File: src/rtl/vend_change.sv
// rtl/vend_change.sv - coin-credit vending controller with synchronised sensors, vend pulse and nickel change return
// Registered Moore outputs are loaded from the next-state decode, so they change on the same edge as the state.
module vend_change #(
    parameter int WIDTH = 8,
    parameter int PRICE = 30,
    parameter int NVAL  = 5,
    parameter int DVAL  = 10,
    parameter int QVAL  = 25
) (
    input  logic             i_clock,
    input  logic             i_resetn,
    input  logic             i_n,
    input  logic             i_d,
    input  logic             i_q,
    input  logic             i_cancel,
    input  logic             i_change_ack,
    output logic [WIDTH-1:0] o_credit,
    output logic             o_vend,
    output logic             o_change_n,
    output logic             o_reject,
    output logic             o_busy
);

    localparam logic [WIDTH-1:0] L_PRICE = WIDTH'(PRICE);
    localparam logic [WIDTH-1:0] L_NVAL  = WIDTH'(NVAL);
    localparam logic [WIDTH-1:0] L_DVAL  = WIDTH'(DVAL);
    localparam logic [WIDTH-1:0] L_QVAL  = WIDTH'(QVAL);

    typedef enum logic [1:0] {
        S_ACCUM  = 2'd0,
        S_VEND   = 2'd1,
        S_CHANGE = 2'd2
    } state_t;

    state_t           r_state;
    logic [WIDTH-1:0] r_credit;
    logic             r_vend;
    logic             r_change_n;
    logic             r_reject;
    logic             r_busy;

    // Sensor bits are ordered {q, d, n}; stage 3 only serves the rising-edge detect.
    logic [2:0]       r_sync1;
    logic [2:0]       r_sync2;
    logic [2:0]       r_sync3;

    logic [2:0]       w_evt;
    logic             w_take;
    logic             w_dup;
    logic [WIDTH-1:0] w_val;
    logic [WIDTH:0]   w_sum;
    logic [WIDTH-1:0] w_left;
    state_t           w_next_state;
    logic [WIDTH-1:0] w_next_credit;
    logic             w_next_reject;

    assign w_evt  = r_sync2 & ~r_sync3;
    assign w_sum  = {1'b0, r_credit} + {1'b0, w_val};
    assign w_left = r_credit - L_PRICE;

    always_comb begin
        w_take = 1'b0;
        w_dup  = 1'b0;
        w_val  = '0;
        if (w_evt[2]) begin
            w_take = 1'b1;
            w_val  = L_QVAL;
            w_dup  = w_evt[1] | w_evt[0];
        end else if (w_evt[1]) begin
            w_take = 1'b1;
            w_val  = L_DVAL;
            w_dup  = w_evt[0];
        end else if (w_evt[0]) begin
            w_take = 1'b1;
            w_val  = L_NVAL;
        end
    end

    always_comb begin
        w_next_state  = r_state;
        w_next_credit = r_credit;
        w_next_reject = 1'b0;
        case (r_state)
            S_ACCUM: begin
                if (w_take) begin
                    if (w_sum[WIDTH]) begin
                        w_next_reject = 1'b1;
                    end else begin
                        w_next_credit = w_sum[WIDTH-1:0];
                    end
                    if (w_dup) begin
                        w_next_reject = 1'b1;
                    end
                end
                if (r_credit >= L_PRICE) begin
                    w_next_state = S_VEND;
                end else if (i_cancel && (r_credit != '0)) begin
                    w_next_state = S_CHANGE;
                end
            end
            S_VEND: begin
                w_next_reject = |w_evt;
                w_next_credit = w_left;
                w_next_state  = (w_left != '0) ? S_CHANGE : S_ACCUM;
            end
            S_CHANGE: begin
                w_next_reject = |w_evt;
                if (r_credit == '0) begin
                    w_next_state = S_ACCUM;
                end else if (i_change_ack) begin
                    w_next_credit = r_credit - L_NVAL;
                    if (r_credit == L_NVAL) begin
                        w_next_state = S_ACCUM;
                    end
                end
            end
            default: begin
                w_next_state = S_ACCUM;
            end
        endcase
    end

    always_ff @(posedge i_clock or negedge i_resetn) begin
        if (!i_resetn) begin
            r_state    <= S_ACCUM;
            r_credit   <= '0;
            r_vend     <= 1'b0;
            r_change_n <= 1'b0;
            r_reject   <= 1'b0;
            r_busy     <= 1'b0;
            r_sync1    <= '0;
            r_sync2    <= '0;
            r_sync3    <= '0;
        end else begin
            r_sync1    <= {i_q, i_d, i_n};
            r_sync2    <= r_sync1;
            r_sync3    <= r_sync2;
            r_state    <= w_next_state;
            r_credit   <= w_next_credit;
            r_reject   <= w_next_reject;
            r_vend     <= (w_next_state == S_VEND);
            r_change_n <= (w_next_state == S_CHANGE);
            r_busy     <= (w_next_state == S_VEND) || (w_next_state == S_CHANGE);
        end
    end

    assign o_credit   = r_credit;
    assign o_vend     = r_vend;
    assign o_change_n = r_change_n;
    assign o_reject   = r_reject;
    assign o_busy     = r_busy;

endmodule

File: config.mk
export PLATFORM = sky130hd
export DESIGN_NAME = vend_change
export DESIGN_NICKNAME = d
export VERILOG_FILES = /design/src/rtl/vend_change.sv
export SDC_FILE = /design/constraint.sdc
export NUM_CORES = 1
export LEC_CHECK = 0
export CAP_MARGIN = 25
export CORE_UTILIZATION = 57
export CTS_CLUSTER_DIAMETER = 60
export DETAILED_ROUTE_END_ITERATION = 8
export DONT_BUFFER_PORTS = 1
export PLACE_DENSITY = 0.85
export SLEW_MARGIN = 20
export SYNTH_ARGS = -nofsm -noshare
export SYNTH_HDL_FRONTEND = slang
export SYNTH_SLANG_ARGS = --single-unit
File: constraint.sdc
create_clock -name i_clock -period 2.8 [get_ports i_clock]
set_input_delay 0.28 -clock i_clock [delete_from_list [all_inputs] [get_ports i_clock]]
set_output_delay 0.28 -clock i_clock [all_outputs]
set_load 0.02 [all_outputs]
==> After elaboration in Yosys (flattened, before gate mapping) <==
Index checks and enable logic that the tools add are counted.
{ "totals": {"ff_bits": 23, "input_bits": 7, "output_inout_bits": 12} }
{ "op_classes": {"n_addsub": 3, "n_lt_le_gt_ge": 1, "eq_ne": 9, "mux": 24, "bitwise": 3, "n_reduce_logical": 10} }
{ "ops": {"columns": ["op", "n"], "rows": [
  ["$mux 8", 4],
  ["$pmux 8 s3", 1],
  ["$reduce_bool 8->1", 2],
  ["$mux 2", 6],
  ["$add 8x8->9", 1],
  ["$eq 8x3->1 const B", 1],
  ["$ge 8x5->1 const B", 1],
  ["$logic_not 8->1", 1],
  ["$mux 1", 8],
  ["$ne 2x2->1 const B", 4],
  ["$sub 8x3->8 const B", 1],
  ["$sub 8x5->8 const B", 1],
  ["$pmux 2 s3", 1],
  ["$mux 5", 1],
  ["$reduce_and 5->1", 1],
  ["$eq 2x1->1 const B", 2],
  ["$eq 2x2->1 const B", 2],
  ["$mux 4", 1],
  ["$and 3x3->3", 1],
  ["$mux 3", 1],
  ["$not 3->3", 1],
  ["$reduce_bool 3->1", 1],
  ["$reduce_or 3->1", 1],
  ["$logic_not 2->1", 1],
  ["5 further kinds", 5]
]} }

==> Depth between registers and ports, before layout <==
{ "depth": {"ltp_word": 10, "depth_mapped": 11, "depth_no_buf": 9} }

==> Least setup slack after synthesis <==
Ideal clock, no wire load.
{ "synth_timing": {"path_type": "register to register", "start": "register r_sync2[2]", "end": "register r_credit[2], in the netlist o_credit[2]", "setup_ns": 0.125, "arrival_ns": 2.563, "slack_ns": 0.112, "path_stages_with_launch": 12, "path_buffers": 2, "synth_period_minus_slack_ns": 2.688, "path_cell_list": "dfrtp_1 -> nand2b_1 -> clkbuf_1 -> o21ai_0 -> ha_1 -> fa_1 -> nand3_1 -> a211oi_1 -> o31ai_4 -> and2_4 -> buf_6 -> mux2_4"} }
{ "synth_via": {"elab_chain_len": 6, "word_cells_on_any_way": 10, "classes_between": "1 x add/sub; 2 x eq/ne; 5 x mux; 1 x bitwise; 1 x reduce/logical"} }
{ "synth_lines": {"columns": ["element", "line", "rtl"], "rows": [
  ["from (decl)", "44", "logic [2:0] r_sync2;"],
  ["from (signal assigned)", "136", "r_sync2 <= r_sync1;"],
  ["$and 3x3->3 (*)", "57", "assign w_evt = r_sync2 & ~r_sync3;"],
  ["$mux 5", "65", "if (w_evt[2]) begin"],
  ["$add 8x8->9", "58", "assign w_sum = {1'b0, r_credit} + {1'b0, w_val};"],
  ["$mux 8", "86", "if (w_sum[WIDTH]) begin"],
  ["$mux 8", "85", "if (w_take) begin"],
  ["$pmux 8 s3", "83", "case (r_state)"],
  ["to (signal assigned)", "139", "r_credit <= w_next_credit;"],
  ["to (decl)", "36", "logic [WIDTH-1:0] r_credit;"]
]} }
Every way passes the cells marked *; elsewhere a longest branch is shown, timed or not. The select of a mux whose other input is x is not followed.
A chain may end at the register's enable or synchronous reset.

==> Worst setup path after layout <==
{ "layout_timing": {"start": "register r_sync3[0]", "end": "register r_credit[2], in the netlist o_credit[2]"} }
{ "layout_via": {"elab_chain_len": 9, "word_cells_on_any_way": 15, "classes_between": "1 x add/sub; 2 x eq/ne; 9 x mux; 2 x bitwise; 1 x reduce/logical"} }
{ "layout_lines": {"columns": ["element", "line", "rtl"], "rows": [
  ["from (decl)", "45", "logic [2:0] r_sync3;"],
  ["from (signal assigned)", "137", "r_sync3 <= r_sync2;"],
  ["$not 3->3 (*)", "57", null],
  ["$and 3x3->3 (*)", "57", null],
  ["$mux 3", "73", "end else if (w_evt[0]) begin"],
  ["$mux 4", "69", "end else if (w_evt[1]) begin"],
  ["$mux 5", "65", null],
  ["$add 8x8->9", "58", null],
  ["$mux 8", "86", null],
  ["$mux 8", "85", null],
  ["$pmux 8 s3", "83", null]
]} }
Marks and branches as above.

==> results by group <==
Clocking
  • Number of clock sinks: 23
  • Clk slew on worst S/H paths: 0.13 ns
  • CTS tree: built
  • Later-pin clock latency in the skew report: 0.31 ns
  • H-tree level count: 1
  • Clk buf depth: 2
  • CTS buffer count: 3
  • Setup Fix Bufs, Post-CTS: 0
  • Clock root cell: clkbuf_4

Critical path
  • Critical path's slowest cell: a311oi_1
  • CP endpoint: o_credit[2]
  • Worst r2r path cells: 9
  • Critical path required time: 3.01 ns
  • Crit path arrival time: 2.85 ns
  • Critical path startpoint category: flop
  • R2R Path Start: r_sync3[0]
  • CP max stage delay: 0.51 ns
  • CP cell instances: nand2b_1 > o21ai_0 > ha_1 > fa_1 > nand3_1 > a311oi_1 > o31ai_4 > and2_4 > mux2_4
  • Crit. Startpoint: r_sync3[0]
  • Worst setup EP type: flop
  • Worst-path fanout max: 8
  • Reg2Reg Setup Slack: 0.15 ns
  • Crit Path Class: reg -> reg
  • Reg2reg end: o_credit[2]

Layout
  • Fillers: 264
  • Share of cells above drive strength 1: 11.39%
  • Final nets: 227
  • Diode count: 0
  • Non-filler cells, final: 246
  • Most frequent cells in the layout: dfrtp_1, ha_1, inv_1, o21ai_0, a21oi_1
  • Final core occ: 63.07%
  • Commonest non-fill, non-tap cell in the layout: dfrtp_1
  • Area grow syn2layout: 5.701%

Hold path
  • Worst hold path cell count: 4
  • Hold Path Class: in -> reg

Detailed routing
  • Antenna viol nets, final: 0
  • Routed wire length per instance: 18.32 um
  • Drt drc: 0
  • DRT Pass-1 Iters: 4
  • Via count: 1624
  • Initial DRC Count: 176
  • Via density: 6.602
  • Detailed Route WL: 4.506 mm

Logic synthesis
  • Post-synth EDFFs: 0
  • Syn Inst Count: 201
  • Ys async rst share: 100.0%
  • Register area share after synthesis: 31.59%
  • Number of library cell types mapped by synthesis: 55
  • Syn_nets: 225
  • Cell area after synthesis: 1822 um^2
  • Synthesis-stage register bit count: 23
  • Top_reg_cell synth: dfrtp_1
  • Mapped Avg Cell Area: 9.063 um^2
  • Total number of yosys warnings: 0

STA
  • Clock Skew: 0.005518 ns
  • Setup TNS: 0 ns
  • Endpoints failing setup: 0
  • RSZ-0062 raised after global routing: false
  • Max Clock Freq: 378.0 MHz
  • Worst Max-Slew Pin Slew: 0.5257 ns
  • Minimum clock period: 2.646 ns
  • Final slew viol count: 0
  • Period utilization: 94.49%
  • Relative slew slack: 64.95%
  • Final Hold Viols: 0

Pwr
  • Total net switching power: 1326 uW
  • Sw Share: 52.89%
  • Internal power: 1181 uW
  • Static leakage: 0.0008244 uW
  • Pwr Density: 1302 nW/um^2
  • Sequential Power Share: 27.6%
  • Worst VDD drop: 0.5389 mV
  • Comb power frac: 66.3%
  • Clock share of power: 6.1%

Die
  • Die Wd: 58.54 um
  • Area of the die: 3426 um^2
  • Die Y: 58.54 um
  • # rows: 20
  • IO Pins: 19
  • Core Region: 3053 um^2
  • Initial core utilization: 59.67%

GRT
  • Initial antenna violation count: 0
  • Number of global-route vias before repair: 1607
  • First-pass GRT wire length: 7.162 mm
  • Grt total ovfl: 0
  • Total GRT Usage: 27.79%
  • Largest net degree at the start of global routing: 24

Placed design
  • DPL Wire Length: 3.374 mm
  • GPL Wtd Cong: 0.9454
  • Inst Count DP: 237
  • I/O Buffers: 0

Outcome
  • Status: completed

Run
  • Max-Cap Viols: 0
## through the flow
step	total power, uW	hold slack, ns	setup slack (ns)	area [um^2]
after floorplan	1933	-0.01559	0.1116	1822
after global placement	2231	-0.01519	0.2869	1851
after detailed placement	2292	-0.01534	0.1494	1851
after CTS	2462	0.3377	0.1178	1918
after global routing	2692	0.3548	0.02043	1926
final	2507	0.3410	0.1544	1926
## synth_stat cells, drive strengths merged (2+ instances only)
cell	instances	area, um^2
nand2b	5	31.28
and2	5	33.78
and3	3	18.77
clkbuf	9	33.78
nor3	2	10.01
a21o	3	22.52
nand2	8	30.03
a22o	2	17.52
o21a	2	15.01
a22oi	4	30.03
a221oi	2	17.52
a32o	3	30.03
o32ai	3	26.28
or4b	2	23.77
ha	16	200.2
buf	5	37.53
a31o	2	17.52
dfrtp	23	575.6
inv	13	48.80
nor2	7	26.28
a211oi	6	45.04
o211ai	4	30.03
mux2i	2	20.02
o31ai	2	28.78
xnor2	2	17.52
nand4	3	18.77
a31oi	5	31.28
nand3	9	45.04
o21ai	13	68.82
nor2b	6	37.54
a21oi	12	63.81
## cell families after synthesis
logic type	Yosys count	share of synthesized area, %
adder cells (fa/ha/maj)	17	12.09
AND/OR/NAND/NOR	53	16.28
XOR/XNOR	3	1.443
multiplexers	3	1.923
buffers and inverters	27	6.593
AO/OA/AOI/OAI	75	30.08
flip-flops	23	31.59
## metal layers
metal	share of wire, %	global-route usage (%)	routed length, um	vias up
li1	-	-	-	758
met1	41	35.62	1851	778
met2	48	46.14	2172	76
met3	8.2	6.374	371	12
met4	2.4	9.864	110	0
met5	0	0	0	-
## critical path, delay by kind of cell, from the launching register on
| kind | cells | cell delay, ns |
|---|---|---|
| AO/OA/AOI/OAI | 3 | 0.82 |
| AND/OR/NAND/NOR | 3 | 0.55 |
| multiplexers | 1 | 0.30 |
| flip-flops | 1 | 0.38 |
| adder cells (fa/ha/maj) | 2 | 0.49 |
## sequential cells by signal, summed over array words and instances (netlist names)
| name | cells |
|---|---|
| o_credit | 8 |
| r_sync1 | 3 |
| r_sync2 | 3 |
| r_sync3 | 3 |
| r_state | 2 |
| o_busy | 1 |
| o_change_n | 1 |
| o_reject | 1 |
| o_vend | 1 |
## worst min path at each step
stage / startpoint / to / slack, ns
2_1_floorplan: i_resetn / o_busy / -0.02
3_3_place_gp: i_resetn / o_vend / -0.02
3_5_place_dp: i_resetn / o_vend / -0.02
4_1_cts: i_change_ack / o_credit[7] / 0.34
5_1_grt: i_change_ack / o_credit[7] / 0.35
6_report: i_change_ack / o_credit[7] / 0.34
## layout make-up
cell class	instances	area (um^2)	area share [%]
multi-input combinational	151	1129	58.61
sequential	23	575.6	29.89
timing repair buffer	11	90.09	4.678
tap	44	55.05	2.859
inverter	13	48.80	2.534
clock buffer	3	22.52	1.170
clock inverter	1	5.005	0.2599
## power by group through the flow
stage	combinational, uW	sequential [uW]	clock (uW)
floorplan	1290	643	0
global placement	1540	687	0
detailed placement	1600	692	0
CTS	1620	684	156
global route	1810	708	171
finish	1660	692	153
## repair_timing
action                                 in CTS  in global routing
setup endpoints to repair                   0                  2
hold buffers                                4                  1
resized for setup                           0                  1
endpoints found under the hold margin      26                 23
No activity file was read; power rests on OpenSTA's default activity.
